<file path="config.mk">
export PLATFORM = sky130hd
export DESIGN_NAME = byte_word_collector
export DESIGN_NICKNAME = d
export VERILOG_FILES = /design/src/rtl/collector_pkg.sv /design/src/rtl/collector_sync_fifo.sv /design/src/rtl/byte_word_collector.sv
export SDC_FILE = /design/constraint.sdc
export NUM_CORES = 1
export LEC_CHECK = 0
export CORE_MARGIN = 2
export CORE_UTILIZATION = 57
export CTS_BUF_LIST = sky130_fd_sc_hd__clkbuf_16
export DETAILED_ROUTE_END_ITERATION = 10
export PLACE_DENSITY = 0.78
export SYNTH_ARGS = -nofsm -noshare
export SYNTH_HDL_FRONTEND = slang
export SYNTH_SLANG_ARGS = --single-unit
</file>
<file path="constraint.sdc">
create_clock -name clk -period 3.15 [get_ports clk]
set_clock_uncertainty 0.15 [all_clocks]
set_input_delay 0.4725 -clock clk [delete_from_list [all_inputs] [get_ports clk]]
set_output_delay 0.4725 -clock clk [all_outputs]
set_load 0.005 [all_outputs]
</file>
<file path="src/rtl/collector_pkg.sv">
// collector_pkg: shared types and defaults for the byte-to-word collector.
//   state_e           - packing FSM state (IDLE: no bytes held, COLLECT: partial word held)
//   DEF_*             - default parameter values for the collector and its FIFO
//   cnt_w(depth)      - width of an occupancy counter able to hold 0..depth
package collector_pkg;

  typedef enum logic {
    IDLE    = 1'b0,
    COLLECT = 1'b1
  } state_e;

  localparam int DEF_DATA_W      = 8;
  localparam int DEF_WORD_BEATS  = 2;
  localparam int DEF_FIFO_DEPTH  = 4;
  localparam int DEF_TIMEOUT_CYC = 16;

  function automatic int cnt_w(input int depth);
    return $clog2(depth + 1);
  endfunction

endpackage

</file>
<file path="src/rtl/collector_sync_fifo.sv">
// collector_sync_fifo: single-clock FIFO with a combinational head.
//   clk, reset       - clock, synchronous active-high reset
//   wr_en, wr_data   - push (ignored when full)
//   rd_en            - pop (ignored when empty)
//   rd_data          - head entry; when empty, holds the last popped entry (0 after reset)
//   count            - entries stored
//   full, empty      - occupancy flags
module collector_sync_fifo
  import collector_pkg::*;
#(
  parameter int W     = DEF_DATA_W * DEF_WORD_BEATS + 1,
  parameter int DEPTH = DEF_FIFO_DEPTH
) (
  input  logic                            clk,
  input  logic                            reset,
  input  logic                            wr_en,
  input  logic [W-1:0]                    wr_data,
  input  logic                            rd_en,
  output logic [W-1:0]                    rd_data,
  output logic [$clog2(DEPTH+1)-1:0]      count,
  output logic                            full,
  output logic                            empty
);

  localparam int PTR_W = $clog2(DEPTH);
  localparam int CNT_W = cnt_w(DEPTH);

  logic [W-1:0]     mem [DEPTH];
  logic [PTR_W-1:0] wr_ptr, rd_ptr;
  logic [CNT_W-1:0] count_q;
  logic [W-1:0]     hold_q;
  logic             do_wr, do_rd;

  assign full  = (count_q == CNT_W'(DEPTH));
  assign empty = (count_q == '0);
  assign count = count_q;
  assign do_wr = wr_en && !full;
  assign do_rd = rd_en && !empty;

  // Storage needs no reset: an entry is only visible once count covers it.
  always_ff @(posedge clk) begin
    if (do_wr) mem[wr_ptr] <= wr_data;
  end

  // Pointers wrap naturally because DEPTH is a power of 2.
  always_ff @(posedge clk) begin
    if (reset) begin
      wr_ptr  <= '0;
      rd_ptr  <= '0;
      count_q <= '0;
      hold_q  <= '0;
    end else begin
      if (do_wr) wr_ptr <= wr_ptr + PTR_W'(1);
      if (do_rd) begin
        rd_ptr <= rd_ptr + PTR_W'(1);
        hold_q <= mem[rd_ptr];
      end
      case ({do_wr, do_rd})
        2'b10:   count_q <= count_q + CNT_W'(1);
        2'b01:   count_q <= count_q - CNT_W'(1);
        default: count_q <= count_q;
      endcase
    end
  end

  // Once drained, the head slot may hold stale data from an earlier lap,
  // so the output falls back to the last word actually handed out.
  assign rd_data = empty ? hold_q : mem[rd_ptr];

endmodule

</file>
<file path="src/rtl/byte_word_collector.sv">
// byte_word_collector: packs a valid/ready byte stream into little-endian words,
// buffers them in a FIFO and presents them on a valid/ready word port.
//   clk, reset          - clock, synchronous active-high reset
//   data_bus, valid     - input beat and qualifier
//   ready               - a beat can be accepted (FIFO not full)
//   flush               - close the current partial word (zero-padded, word_partial=1)
//   word_out            - FIFO head word
//   word_partial        - head word was closed by flush
//   word_valid          - FIFO non-empty
//   word_ready          - downstream takes the head word
//   fifo_count          - words stored
//   timeout_pulse       - one-cycle pulse when an idle partial word is discarded
// Optional build macro COLLECTOR_TIMEOUT_EN enables the idle-timeout discard;
// without it partial words are held indefinitely and timeout_pulse is 0.
module byte_word_collector
  import collector_pkg::*;
#(
  parameter int DATA_W      = DEF_DATA_W,
  parameter int WORD_BEATS  = DEF_WORD_BEATS,
  parameter int FIFO_DEPTH  = DEF_FIFO_DEPTH,
  parameter int TIMEOUT_CYC = DEF_TIMEOUT_CYC
) (
  input  logic                              clk,
  input  logic                              reset,
  input  logic [DATA_W-1:0]                 data_bus,
  input  logic                              valid,
  output logic                              ready,
  input  logic                              flush,
  output logic [DATA_W*WORD_BEATS-1:0]      word_out,
  output logic                              word_partial,
  output logic                              word_valid,
  input  logic                              word_ready,
  output logic [$clog2(FIFO_DEPTH+1)-1:0]   fifo_count,
  output logic                              timeout_pulse
);

  localparam int WORD_W = DATA_W * WORD_BEATS;
  localparam int BEAT_W = $clog2(WORD_BEATS);

  state_e              state_q, state_d;
  logic [BEAT_W-1:0]   beat_q, beat_d;
  logic [WORD_W-1:0]   asm_q, asm_d, merged;

  logic accept, last_beat, flush_act, push, push_partial, expire;
  logic fifo_full, fifo_empty;

  assign ready     = !fifo_full;
  assign accept    = valid && ready;
  assign last_beat = accept && (beat_q == BEAT_W'(WORD_BEATS - 1));
  // Flush only matters with bytes held and room to store the word.
  assign flush_act = flush && (state_q == COLLECT) && !fifo_full;
  // A flush whose concurrent beat completes the word is just a normal push.
  assign push         = last_beat || flush_act;
  assign push_partial = flush_act && !last_beat;

  // Assembly register with the incoming beat merged in. Unfilled lanes are
  // already zero because the register is cleared whenever a word closes.
  always_comb begin
    merged = asm_q;
    if (accept) merged[beat_q*DATA_W +: DATA_W] = data_bus;
  end

`ifdef COLLECTOR_TIMEOUT_EN
  localparam int IDLE_W = $clog2(TIMEOUT_CYC + 1);
  logic [IDLE_W-1:0] idle_q;
  logic              pulse_q;

  // Expires on the TIMEOUT_CYC-th consecutive beat-less cycle in COLLECT;
  // a beat or a flush in that cycle takes priority.
  assign expire = (state_q == COLLECT) && !accept && !flush_act &&
                  (idle_q == IDLE_W'(TIMEOUT_CYC - 1));

  always_ff @(posedge clk) begin
    if (reset) begin
      idle_q  <= '0;
      pulse_q <= 1'b0;
    end else begin
      pulse_q <= expire;
      if (accept || state_d != COLLECT) idle_q <= '0;
      else                               idle_q <= idle_q + IDLE_W'(1);
    end
  end

  assign timeout_pulse = pulse_q;
`else
  logic unused_timeout;
  assign unused_timeout = ^TIMEOUT_CYC;
  assign expire         = 1'b0;
  assign timeout_pulse  = 1'b0;
`endif

  // Next-state / assembly update
  always_comb begin
    state_d = state_q;
    beat_d  = beat_q;
    asm_d   = asm_q;
    if (push || expire) begin
      state_d = IDLE;
      beat_d  = '0;
      asm_d   = '0;
    end else if (accept) begin
      state_d = COLLECT;
      beat_d  = beat_q + BEAT_W'(1);
      asm_d   = merged;
    end
  end

  always_ff @(posedge clk) begin
    if (reset) begin
      state_q <= IDLE;
      beat_q  <= '0;
      asm_q   <= '0;
    end else begin
      state_q <= state_d;
      beat_q  <= beat_d;
      asm_q   <= asm_d;
    end
  end

  logic [WORD_W:0] fifo_rd;

  collector_sync_fifo #(
    .W     (WORD_W + 1),
    .DEPTH (FIFO_DEPTH)
  ) u_fifo (
    .clk     (clk),
    .reset   (reset),
    .wr_en   (push),
    .wr_data ({push_partial, merged}),
    .rd_en   (word_valid && word_ready),
    .rd_data (fifo_rd),
    .count   (fifo_count),
    .full    (fifo_full),
    .empty   (fifo_empty)
  );

  assign word_valid   = !fifo_empty;
  assign word_out     = fifo_rd[WORD_W-1:0];
  assign word_partial = fifo_rd[WORD_W];

endmodule

</file>
==> run_results.csv <==
group,metric,value,unit
drt,drcViolationCount,0,
place,port_buffers,34,
place,place_area,0.00494,mm2
global_route,grt_pass1_vias,2531,
place,dp_hpwl,5210,um
global_route,grt-ovfl-total,0,
timing,rsz0062_at_grt,"no",
clock_network,cts_max_level,3,
synthesis,synthTopCellsByArea,"edfxtp_1 45%, dfxtp_1 20%, mux4_2 8.5%",
global_route,grt_max_degree,20,
clock_network,cts_buffer_depth,2,
timing,max_freq,347,MHz
setup_path,crit_required,2530,ps
place,placedCellCount,418,
drt,drt-initial-drc-count,193,
setup_path,crit_path_end_kind,"primary output",
clock_network,numCtsBuffers,9,
clock_network,cts.sinks,112,
global_route,track_usage,20.6,%
power,powerDensity,791,mW/mm2
finish,final_area,0.00524,mm2
finish,drive_gt1_share,21.7,%
job,max_cap_violations,0,
floorplan,rows,32,
drt,first_pass_iters,4,
timing,slew_viol_final,0,
drt,routed_wirelength,8220,um
timing,hold_viol_final,0,
place,gp_congestion,0.783,
synthesis,syn_area,0.00449,mm2
floorplan,fp.dieArea,0.00860,mm2
drt,highest_layer,"met4",
global_route,antenna_found_initial,0,
timing,setup_violations,0,
clock_network,clock_latency,340,ps
timing,period_minus_slack,2880,ps
synthesis,syn-num-nets,307,
outcome,status,"complete, no violations",
synthesis,ys_warn_count,0,
synthesis,syn_inst,288,
setup_path,crit_type,"reg -> out",
finish,utilization,68.2,%
floorplan,initial_core_util,58.4,%
drt,vias,2560,
timing,fin_tns_setup,0,ps
finish,area_delta_synth_final,16.7,%
synthesis,synth_top_cell_by_area,"edfxtp_1",
clock_network,clk_pin_slew,70,ps
global_route,grt_pass1_wl,13000,um
floorplan,fp.dieW,92.8,um
finish,n_antenna_cell,0,
floorplan,ios,36,
timing,worst_slew_pin_slew,739,ps
drt,ant_nets,0,
setup_path,worstPathArrival,2260,ps
drt,via_per_inst,5.90,
clock_network,postCtsSetupBuffers,0,
drt,dr_wl_met2,4010,um
power,finalPower,0.00415,W
synthesis,ys_types,38,
drt,wire_per_inst,18.9,um
setup_path,startpoint_type,"flip-flop",
timing,finalCritPeriodShare,91.4,%
power,p_leak,1.89,nW
floorplan,core_area,0.00769,mm2
clock_network,cts_tree,"done",
setup_path,cp_max_fo,15,
power,irDropWorstVdd,600,uV
finish,stdcell_count,434,
drt,wl_met1,3590,um
synthesis,ys_seq_area_share,65.1,%
worst_hold_path,hold_class,"reg -> reg",
clock_network,cts_hold_buffers,0,
finish,nets,346,
clock_network,cts_root_buf,"clkbuf_16",
drt,wl_met3,495,um
synthesis,ys_seq_elements,112,
synthesis,synth_top_cell_area_share,45.5,%
timing,max-slew-margin-rel,50.7,%
floorplan,dieHeight,92.8,um
synthesis,avgSynthCellArea,15.6,um2
clock_network,postCtsResizedCells,0,
## worst max-delay path, stage by stage, from the launching register on
cell and delay (ps):
dfxtp_1 440, buf_12 210, mux4_2 530, mux2_2 280, clkdlybuf4s50_1 440
## area by class of cell
cell class / instances / area [um2]
multi-input cells: 152 / 1430
repair buffers: 44 / 428
fillers: 543 / 2450
flip-flops and latches: 112 / 2920
clock buffers: 10 / 250
well taps: 102 / 128
inverters: 8 / 30.0
clock inverters: 6 / 47.5
## worst paths after layout
check	to	cells past startpoint	startpoint	slack (ps)
setup / recovery	word_out[5]	4	flip-flop	270
hold / removal	u_fifo.hold_q[0]	1	u_fifo.hold_q[0]	320
setup reg to reg	u_fifo.mem[2][12]	5	u_fifo.count[0]	800
hold reg to reg	u_fifo.hold_q[0]	1	u_fifo.hold_q[0]	320
## layer usage
| layer | up-vias | track usage (%) |
|---|---|---|
| met5 | - | 0 |
| met4 | 0 | 6.74 |
| met3 | 15 | 5.61 |
| met2 | 82 | 33.6 |
| met1 | 1274 | 27.2 |
| li1 | 1189 | - |
## state kept, by name, indices dropped and copies added (netlist names), named ones only
name	cells
u_fifo.mem	68
u_fifo.hold_q	17
asm_q	16
u_fifo.count	3
u_fifo.rd_ptr	2
u_fifo.wr_ptr	2
beat_q	1
state_q	1
## cell usage in the layout (no fill, tap or decap), types with 2 or more instances in the layout
cell / n
edfxtp_1: 68
dfxtp_1: 44
clkdlybuf4s50_1: 34
mux2_2: 24
a22o_1: 18
mux4_2: 17
and3_1: 13
nand3_1: 11
o21ai_0: 11
clkbuf_16: 10
nand2_1: 9
nor2_1: 9
buf_4: 9
a211oi_1: 8
inv_1: 7
ha_1: 5
a21oi_1: 4
xor2_1: 4
or3_1: 2
a21boi_0: 2
o21a_1: 2
## metrics by stage
stage               hold slack (ps)  worst slack [ps]
finish                          321               269
floorplan                       288               749
global route                    332               176
detailed placement              305               262
global placement                301               396
CTS                             325               233
## logic make-up (layout without fill, tap and decap cells)
logic type                 Yosys count  count (layout)  synth area share [%]
AOI/OAI and AO/OA                   51              51                  8.72
adders and majority gates            6               6                  1.84
xor gates and xnor gates             4               4                 0.780
muxes                               42              42                  14.9
DFF                                112             112                  65.1
and+or+nand+nor                     48              48                  5.63
buffers and inverters               24              68                  2.98
other                                1               1                0.0835
## Yosys cell counts, drive strengths merged
| master | count |
|---|---|
| edfxtp | 68 |
| dfxtp | 44 |
| mux2 | 25 |
| a22o | 18 |
| mux4 | 17 |
| and3 | 13 |
| buf | 13 |
| nand3 | 11 |
| o21ai | 11 |
| nand2 | 9 |
| nor2 | 9 |
| a211oi | 8 |
| inv | 8 |
| a21oi | 5 |
| ha | 5 |
| xor2 | 4 |
| clkbuf | 3 |
| a21boi | 2 |
| o21a | 2 |
| or3 | 2 |
| a22oi | 1 |
| a31oi | 1 |
| conb | 1 |
| fa | 1 |
| nand2b | 1 |
| nor2b | 1 |
| nor3 | 1 |
| nor3b | 1 |
| o21bai | 1 |
| o311ai | 1 |
| o31ai | 1 |
## where the power goes
| group | total (W) | switching (W) | internal [W] |
|---|---|---|---|
| Clock | 0.00111 | 0.000519 | 0.000594 |
| Combinational | 0.00124 | 0.000528 | 0.000712 |
| Sequential | 0.00179 | 0.0000841 | 0.00171 |
Power figures use the tool's default switching activity.
